$ cat config.mk
export PLATFORM = sky130hd
export DESIGN_NAME = negser
export DESIGN_NICKNAME = d
export VERILOG_FILES = /design/src/rtl/negser_pkg.sv /design/src/rtl/negser_condinc.sv /design/src/rtl/negser.sv
export SDC_FILE = /design/constraint.sdc
export NUM_CORES = 1
export LEC_CHECK = 0
export ABC_CLOCK_PERIOD_IN_PS = 3410
export BUFFER_PORTS_ARGS = -buffer_cell sky130_fd_sc_hd__buf_2
export CAP_MARGIN = 15
export CORE_UTILIZATION = 35
export DETAILED_ROUTE_END_ITERATION = 7
export SYNTH_ARGS = -nofsm -noshare
export SYNTH_HDL_FRONTEND = slang
export SYNTH_SLANG_ARGS = --single-unit
$ cat constraint.sdc
create_clock -name clk -period 3.41 [get_ports clk]
set_input_delay 1.023 -clock clk [delete_from_list [all_inputs] [get_ports clk]]
set_output_delay 1.023 -clock clk [all_outputs]
set_load 0.02 [all_outputs]
$ cat src/rtl/negser_pkg.sv
// Shared types for the limb-serial negate/absolute-value unit.
//   negmode_t  : operation select carried on the mode port
//   negstate_t : control FSM state encoding
//   mode_inv() : whether an operation in the given mode inverts its operand
package negpkg;

    typedef enum logic [1:0] {
        PASS = 2'd0,
        NEG  = 2'd1,
        ABS  = 2'd2,
        NABS = 2'd3
    } negmode_t;

    typedef enum logic [1:0] {
        IDLE = 2'd0,
        BUSY = 2'd1,
        DONE = 2'd2
    } negstate_t;

    // Invert-and-increment is applied to the whole operand when this returns 1.
    // ABS negates only negative inputs, NABS only non-negative ones.
    function automatic logic mode_inv(input negmode_t mode, input logic asign);
        logic inv;
        inv = 1'b0;
        case (mode)
            PASS:    inv = 1'b0;
            NEG:     inv = 1'b1;
            ABS:     inv = asign;
            NABS:    inv = ~asign;
            default: inv = 1'b0;
        endcase
        return inv;
    endfunction

endpackage

$ cat src/rtl/negser_condinc.sv
// Combinational conditional-invert-plus-carry slice for one limb.
//   limb : LIMB-bit operand slice
//   inv  : invert the slice before adding
//   cin  : carry into the slice
//   r    : LIMB-bit sum
//   cout : carry out of the slice
module condinc #(
    parameter int unsigned LIMB = 16
) (
    input  logic [LIMB-1:0] limb,
    input  logic            inv,
    input  logic            cin,
    output logic [LIMB-1:0] r,
    output logic            cout
);

    logic [LIMB-1:0] opnd;

    assign opnd      = inv ? ~limb : limb;
    assign {cout, r} = {1'b0, opnd} + {{LIMB{1'b0}}, cin};

endmodule

$ cat src/rtl/negser.sv
// Limb-serial two's-complement negate / absolute-value unit.
// Processes LIMB bits per cycle, least significant limb first, over a WIDTH-bit operand,
// with valid/ready handshakes on both sides.
//   clk       : clock, all state on rising edge
//   reset_n   : asynchronous active-low reset
//   flush     : synchronous abort of any operation in flight
//   in_valid  : operand/mode valid
//   in_ready  : unit idle and able to accept an operand
//   a         : WIDTH-bit operand
//   mode      : PASS (y=a), NEG (y=-a), ABS (y=|a|), NABS (y=-|a|)
//   out_valid : result valid
//   out_ready : consumer accepts result
//   y         : WIDTH-bit result, mod 2^WIDTH
//   ovf       : result not representable (negating the most negative value)
//   zero      : y == 0
module negser
    import negpkg::*;
#(
    parameter int unsigned WIDTH = 64,
    parameter int unsigned LIMB  = 16
) (
    input  logic             clk,
    input  logic             reset_n,
    input  logic             flush,
    input  logic             in_valid,
    output logic             in_ready,
    input  logic [WIDTH-1:0] a,
    input  negmode_t         mode,
    output logic             out_valid,
    input  logic             out_ready,
    output logic [WIDTH-1:0] y,
    output logic             ovf,
    output logic             zero
);

    localparam int unsigned N    = WIDTH / LIMB;
    localparam int unsigned CW   = (N > 1) ? $clog2(N) : 1;
    localparam logic [CW-1:0] LAST = CW'(N - 1);

    if ((WIDTH % LIMB) != 0) begin : g_bad_limb
        $error("negser: WIDTH (%0d) must be a multiple of LIMB (%0d)", WIDTH, LIMB);
    end

    negstate_t state_q, state_d;
    logic [CW-1:0]    cnt_q, cnt_d;
    // One register holds both operand and result: the operand drains out of the LSB end
    // while result limbs enter at the MSB end, so after N steps it holds the full result.
    logic [WIDTH-1:0] sh_q, sh_d;
    logic [WIDTH-1:0] sh_next;
    logic             carry_q, carry_d;
    logic             inv_q, inv_d;
    logic             asign_q, asign_d;
    logic [WIDTH-1:0] y_q, y_d;
    logic             ovf_q, ovf_d;
    logic             zero_q, zero_d;

    logic [LIMB-1:0]  limb_r;
    logic             limb_c;
    logic             cap_inv;

    assign cap_inv = mode_inv(mode, a[WIDTH-1]);

    condinc #(
        .LIMB (LIMB)
    ) u_condinc (
        .limb (sh_q[LIMB-1:0]),
        .inv  (inv_q),
        .cin  (carry_q),
        .r    (limb_r),
        .cout (limb_c)
    );

    if (N == 1) begin : g_single
        assign sh_next = limb_r;
    end else begin : g_multi
        assign sh_next = {limb_r, sh_q[WIDTH-1:LIMB]};
    end

    // Next-state and datapath update.
    always_comb begin
        state_d = state_q;
        cnt_d   = cnt_q;
        sh_d    = sh_q;
        carry_d = carry_q;
        inv_d   = inv_q;
        asign_d = asign_q;
        y_d     = y_q;
        ovf_d   = ovf_q;
        zero_d  = zero_q;

        case (state_q)
            IDLE: begin
                if (in_valid) begin
                    state_d = BUSY;
                    cnt_d   = '0;
                    sh_d    = a;
                    asign_d = a[WIDTH-1];
                    inv_d   = cap_inv;
                    // Seeding the carry with inv turns ~a into ~a + 1.
                    carry_d = cap_inv;
                end
            end
            BUSY: begin
                sh_d    = sh_next;
                carry_d = limb_c;
                if (cnt_q == LAST) begin
                    state_d = DONE;
                    cnt_d   = '0;
                    // Outputs are only updated here, so they hold across the next operation.
                    y_d     = sh_next;
                    ovf_d   = inv_q & asign_q & sh_next[WIDTH-1];
                    zero_d  = ~|sh_next;
                end else begin
                    cnt_d = cnt_q + 1'b1;
                end
            end
            DONE: begin
                if (out_ready) begin
                    state_d = IDLE;
                end
            end
            default: begin
                state_d = IDLE;
            end
        endcase

        // Abort overrides accept, limb steps and result hand-off; no result is published.
        if (flush) begin
            state_d = IDLE;
            cnt_d   = '0;
            y_d     = y_q;
            ovf_d   = ovf_q;
            zero_d  = zero_q;
        end
    end

    always_ff @(posedge clk or negedge reset_n) begin
        if (!reset_n) begin
            state_q <= IDLE;
        end else begin
            state_q <= state_d;
        end
    end

    always_ff @(posedge clk or negedge reset_n) begin
        if (!reset_n) begin
            cnt_q   <= '0;
            sh_q    <= '0;
            carry_q <= 1'b0;
            inv_q   <= 1'b0;
            asign_q <= 1'b0;
            y_q     <= '0;
            ovf_q   <= 1'b0;
            zero_q  <= 1'b0;
        end else begin
            cnt_q   <= cnt_d;
            sh_q    <= sh_d;
            carry_q <= carry_d;
            inv_q   <= inv_d;
            asign_q <= asign_d;
            y_q     <= y_d;
            ovf_q   <= ovf_d;
            zero_q  <= zero_d;
        end
    end

    assign in_ready  = (state_q == IDLE);
    assign out_valid = (state_q == DONE);
    assign y         = y_q;
    assign ovf       = ovf_q;
    assign zero      = zero_q;

    a_ready_valid_excl: assert property (
        @(posedge clk) disable iff (!reset_n) !(in_ready && out_valid)
    );

    a_result_held: assert property (
        @(posedge clk) disable iff (!reset_n)
        (out_valid && !out_ready && !flush) |=> (out_valid && $stable(y) && $stable(ovf)
                                                 && $stable(zero))
    );

endmodule
==> impl_results.md, run 1 <==
- Layout fillers: 1885
- Pwr/cell area: 583 mW/mm2
- Hold_ws: 470 ps
- Vias: 5688
- Sequential element share of the synthesized area: 0.513
- Multi-input logic area: 0.00303 mm2
- CTS tree: built
- Routability congestion estimate: 0.888
- HPWL Detailed: 14200 um
- # H-tree levels: 4
- Depth of the worst hold-timing path: 2
- Reg2reg path depth: 8
- CP delay by family, top: simple AND/OR/NAND/NOR gates
- Synth Flop Type: dfrtp_1
- Setup violators final: 0
- Setup ws final: 438 ps
- Most common cell after layout, fill and taps aside: nand2_1
- Starting DRT DRC Count: 403
- Synth Warn #: 0
- Cells after synthesis: 726
- Synth Register Bits: 137
- GRT Overall Usage: 0.215
- Largest net degree at the start of global routing: 103
- Initial Util: 0.357
- Nets: 915
- Average wire per standard cell: 18.6 um
- DRC: 0
- Final Core Density: 0.435
- Clock skew: 6.90 ps
- Vias in the first global route: 5545
- Worst-margin pin slew: 814 ps
- Clock root buffer: clkbuf_16
- Clock Sink Count: 137
- Dpl cell area: 0.00759 mm2
- Vias/cell: 5.23
- Worst-Skew Late Latency: 420 ps
- Crit end category: flip-flop
- ANT nets after route: 0
- Post-synth cell types: 59
- Die Y: 140 um
- CP max stage delay: 520 ps
- Post-CTS Hold Buffers: 0
- Worst path cell trace: buf_4 -> nor4b_1 -> o21bai_1 -> nand4b_1 -> xor2_1 -> nand3_1 -> or4_1 -> o21ai_1
- Max_cap viols: 0
- Core ar.: 0.0187 mm2
- Worst Path Arrival: 3320 ps
- Port bufs: 138
- Syn_nets: 800
- Post-synth ARST share: 1.00
- Lkg Pwr: 4.02 nW
- Die ar.: 0.0197 mm2
- Startpoint Class: flip-flop
- Setup CP Type: flip-flop to flip-flop
- Final Max Tran Viols: 0
- Fin area: 0.00813 mm2
- I/O pin total: 139
- Commonest cells after routing, fill and taps aside: 225 x nand2_1, 137 x dfrtp_1, 137 x buf_2
- Stages on worst setup path: 8
- Die width: 140 um
- Final hold violation count: 0
- Seq. cell area: 0.00343 mm2
- Slew headroom: 0.457
- Post-route setup TNS: 0 ps
- Critical path required time: 3750 ps
- Worst hold-check path type: flip-flop to flip-flop
- Final critical-path share of the clock period: 0.872
- Clock transition at path regs: 60 ps
- Minimum clock period: 2970 ps
- CTS Buffer Depth: 2
- Synthesized area per cell: 9.20 um2
- GR Overflow Total: 0
- EDFF count, synth: 0
- Detailed-route wire length: 20300 um
- Synthesized cell area: 0.00668 mm2
- Pre-Repair DR Iteration Count: 5
- TritonCTS Buffers: 17
- WP buf/inv: 1
- Layout cells sized above 1: 0.223
- Post-CTS Setup Inserts: 0
- RSZ-0062 raised after global routing: false
- Crit-path max FO: 34
- PostCTS Resize Cnt: 0
- F_max: 336 MHz
- Cell row count: 50
- First-pass GRT wire length: 31700 um
- Post-place setup slack: 440 ps
- Maximum vdd drop: 0.391 mV
- Status: finished, final reports clean
- CP max stage cell: dfrtp_1
- Antenna violations before repair: 0
- Area grow syn2layout: 21.7%
registers in the layout (all words and copies together) (netlist names):
signal and cells:
y 64, ovf 1, asign_q 1, cnt_q 2, inv_q 1, zero 1, state_q 2, sh_q 64
carry_q 1
kinds of logic (layout without fill, tap and decap cells):
group	count (synthesis)	in the layout	synth area share
flip-flops	137	137	0.513
buffers and inverters	58	183	0.0376
multiplexers	53	53	0.0798
adder cells (fa/ha/maj)	3	3	0.00562
other	0	2	0
AO/OA/AOI/OAI	154	154	0.143
AND/OR/NAND/NOR	305	305	0.200
XOR/XNOR	16	16	0.0210
worst reg2reg max path: stages (launching register included):
cell	delay (ps)
dfrtp_1	520
buf_4	370
nor4b_1	430
o21bai_1	260
nand4b_1	160
xor2_1	380
nand3_1	150
or4_1	490
o21ai_1	130
cells in the mapped netlist, drive strengths merged (4+ instances only):
master  count  area, um2
nor4       15       93.8
o21ai      67        335
nand2     225        845
clkbuf     38        144
nand4b      4       35.0
xor2        7       61.3
and2        4       25.0
a21oi      29        145
nand3       9       45.0
nor3        4       25.0
xnor2       9       78.8
dfrtp     137       3430
mux2i      51        510
nand4       4       25.0
o22a       13        114
o22ai      16        100
inv         5       18.8
nor2       16       60.1
buf        15       88.8
nand2b      6       37.5
report_power, final:
part | leakage (nW) | switching [W] | internal (W)
Sequential | 1.74 | 0.000350 | 0.00183
Clock | 0.259 | 0.000674 | 0.00102
Combinational | 2.01 | 0.000504 | 0.000368
Total | 4.02 | 0.00153 | 0.00321
final cells by class:
| type | count | share of cell area |
|---|---|---|
| well taps | 234 | 0.0360 |
| repair buffers | 149 | 0.100 |
| flip-flops and latches | 137 | 0.422 |
| diodes | 2 | 0.000616 |
| clock inverters | 9 | 0.00954 |
| clock buffers | 20 | 0.0562 |
| multi-input cells | 531 | 0.373 |
| inverters | 5 | 0.00231 |
final timing paths:
kind / slack (ps) / from / to
max reg2reg: 440 / inv_q / zero
min: 470 / y[0] / y[0]
max in group asynchronous: 1990 / reset_n / y[57]
max: 440 / inv_q / zero
min in group asynchronous: 570 / reset_n / sh_q[5]
min reg2reg: 470 / y[0] / y[0]
per-layer routing:
metal  vias to the layer above  track usage  part of all wire
met1                      2753        0.305              0.48
met4                         0       0.0682             0.018
met5                         -            0                 0
met2                       167        0.323              0.45
met3                        24       0.0506             0.056
li1                       2744            -                 -
per-stage QoR:
| stage | instances | total power [W] |
|---|---|---|
| floorplan | 726 | 0.00265 |
| global placement | 1056 | 0.00305 |
| detailed placement | 1056 | 0.00306 |
| CTS | 1085 | 0.00477 |
| global route | 1085 | 0.00496 |
| finish | 1087 | 0.00474 |
No activity file was read; power rests on OpenSTA's default activity.
==> run 2: changes to the inputs <==
Settings changed: HOLD_SLACK_MARGIN set to 0.15, PLACE_DENSITY_LB_ADDON set to 0.15.
==> impl_results.md, run 2 (same netlist as run 1, synthesis figures left out) <==
- Status: finished, final reports clean
- ANT nets after route: 0
- Maximum vdd drop: 0.378 mV
- Antenna violations before repair: 2
- Startpoint Class: flip-flop
- Nets: 920
- Hold_ws: 471 ps
- Worst-margin pin slew: 718 ps
- Post-CTS Setup Inserts: 0
- Hold Path End: y[46]
- Vias/cell: 5.26
- Slew headroom: 0.522
- Largest net degree at the start of global routing: 73
- R2R setup slack: 620 ps
- Routability congestion estimate: 0.865
- Max_cap viols: 0
- Average wire per standard cell: 19.1 um
- Reg2reg end: zero
- Crit end category: flip-flop
- Vias in the first global route: 5667
- Crit-path max FO: 40
- Clock root buffer: clkbuf_16
- CTS Buffer Depth: 2
- # H-tree levels: 4
- Die width: 140 um
- Post-place setup slack: 640 ps
- First-pass GRT wire length: 32900 um
- Post-route setup TNS: 0 ps
- Pwr/cell area: 603 mW/mm2
- Dpl cell area: 0.00765 mm2
- Pre-Repair DR Iteration Count: 5
- Worst Path Arrival: 3140 ps
- Minimum clock period: 2790 ps
- Clock transition at path regs: 60 ps
- Layout cells sized above 1: 0.231
- Setup violators final: 0
- Core ar.: 0.0187 mm2
- Final critical-path share of the clock period: 0.817
- Layout fillers: 1859
- Final hold violation count: 0
- Worst-Skew Late Latency: 420 ps
- CTS tree: built
- Die ar.: 0.0197 mm2
- HPWL Detailed: 14800 um
- DRC: 0
- Initial Util: 0.357
- Area grow syn2layout: 23.8%
- Crit path from: inv_q
- Post-CTS Hold Buffers: 0
- Non-filler cells, final: 1095
- Final Max Tran Viols: 0
- Die Y: 140 um
- Depth of the worst hold-timing path: 2
- Fin area: 0.00827 mm2
- GR Overflow Total: 0
- Cell row count: 50
- PostCTS Resize Cnt: 0
- Setup CP Type: flip-flop to flip-flop
- Reg2reg path depth: 8
- I/O pin total: 139
- Most common cell after layout, fill and taps aside: nand2_1
- GRT Overall Usage: 0.223
- TritonCTS Buffers: 17
- Vias: 5760
- Lkg Pwr: 4.10 nW
- R2r startpoint: inv_q
- Placed Cells: 1061
- F_max: 359 MHz
- Hold Startpoint: y[46]
- Starting DRT DRC Count: 447
- Setup ws final: 623 ps
- Critical path required time: 3760 ps
- Detailed-route wire length: 21000 um
- Clock Sink Count: 137
- RSZ-0062 raised after global routing: false
- Commonest cells after routing, fill and taps aside: 225 x nand2_1, 137 x dfrtp_1, 137 x buf_2
- Port bufs: 138
- Clock skew: 6.63 ps
- Worst hold-check path type: flip-flop to flip-flop
==> run 2: layout make-up <==
type	instances	area (um2)	share of cell area
diodes	2	5.00	0.000605
clock buffers	21	470	0.0569
repair buffers	154	880	0.106
well taps	234	293	0.0354
inverters	5	18.8	0.00227
multi-input cells	531	3030	0.367
flip-flops and latches	137	3430	0.414
clock inverters	11	144	0.0174
==> run 2: worst max-delay path, cell delays in order, from the launching register on <==
cell and delay (ps):
dfrtp_1 380, buf_4 370, nor4b_1 460, o21bai_1 270
nand4b_1 160, xor2_1 320, nand3_1 140, or4_1 480
o21ai_1 120
==> run 2: worst max-delay path by stage <==
stage	endpoint	slack [ps]	cells past startpoint
after detailed placement	zero	640	8
after CTS	zero	670	11
final	zero	620	8
after floorplan	zero	7	14
after global routing	zero	380	8
after global placement	zero	680	8
==> run 2: per-layer routing <==
| layer | vias to the layer above | GRT usage | wire length, um | part of all wire |
|---|---|---|---|---|
| li1 | 2760 | - | - | - |
| met1 | 2839 | 0.314 | 9970 | 0.48 |
| met2 | 144 | 0.347 | 9750 | 0.47 |
| met3 | 17 | 0.0475 | 1020 | 0.049 |
| met4 | 0 | 0.0619 | 228 | 0.011 |
| met5 | - | 0 | 0 | 0 |
==> run 2: power by group <==
part	leakage, nW	switching [W]	internal [W]
sequential	1.74	0.000342	0.00182
clock	0.303	0.000722	0.00121
combinational	2.05	0.000515	0.000376
==> run 2: per-stage QoR <==
step,power (W),utilization
finish,0.00499,0.442
global route,0.00522,0.442
global placement,0.00308,0.409
detailed placement,0.00308,0.409
CTS,0.00502,0.442
floorplan,0.00265,-
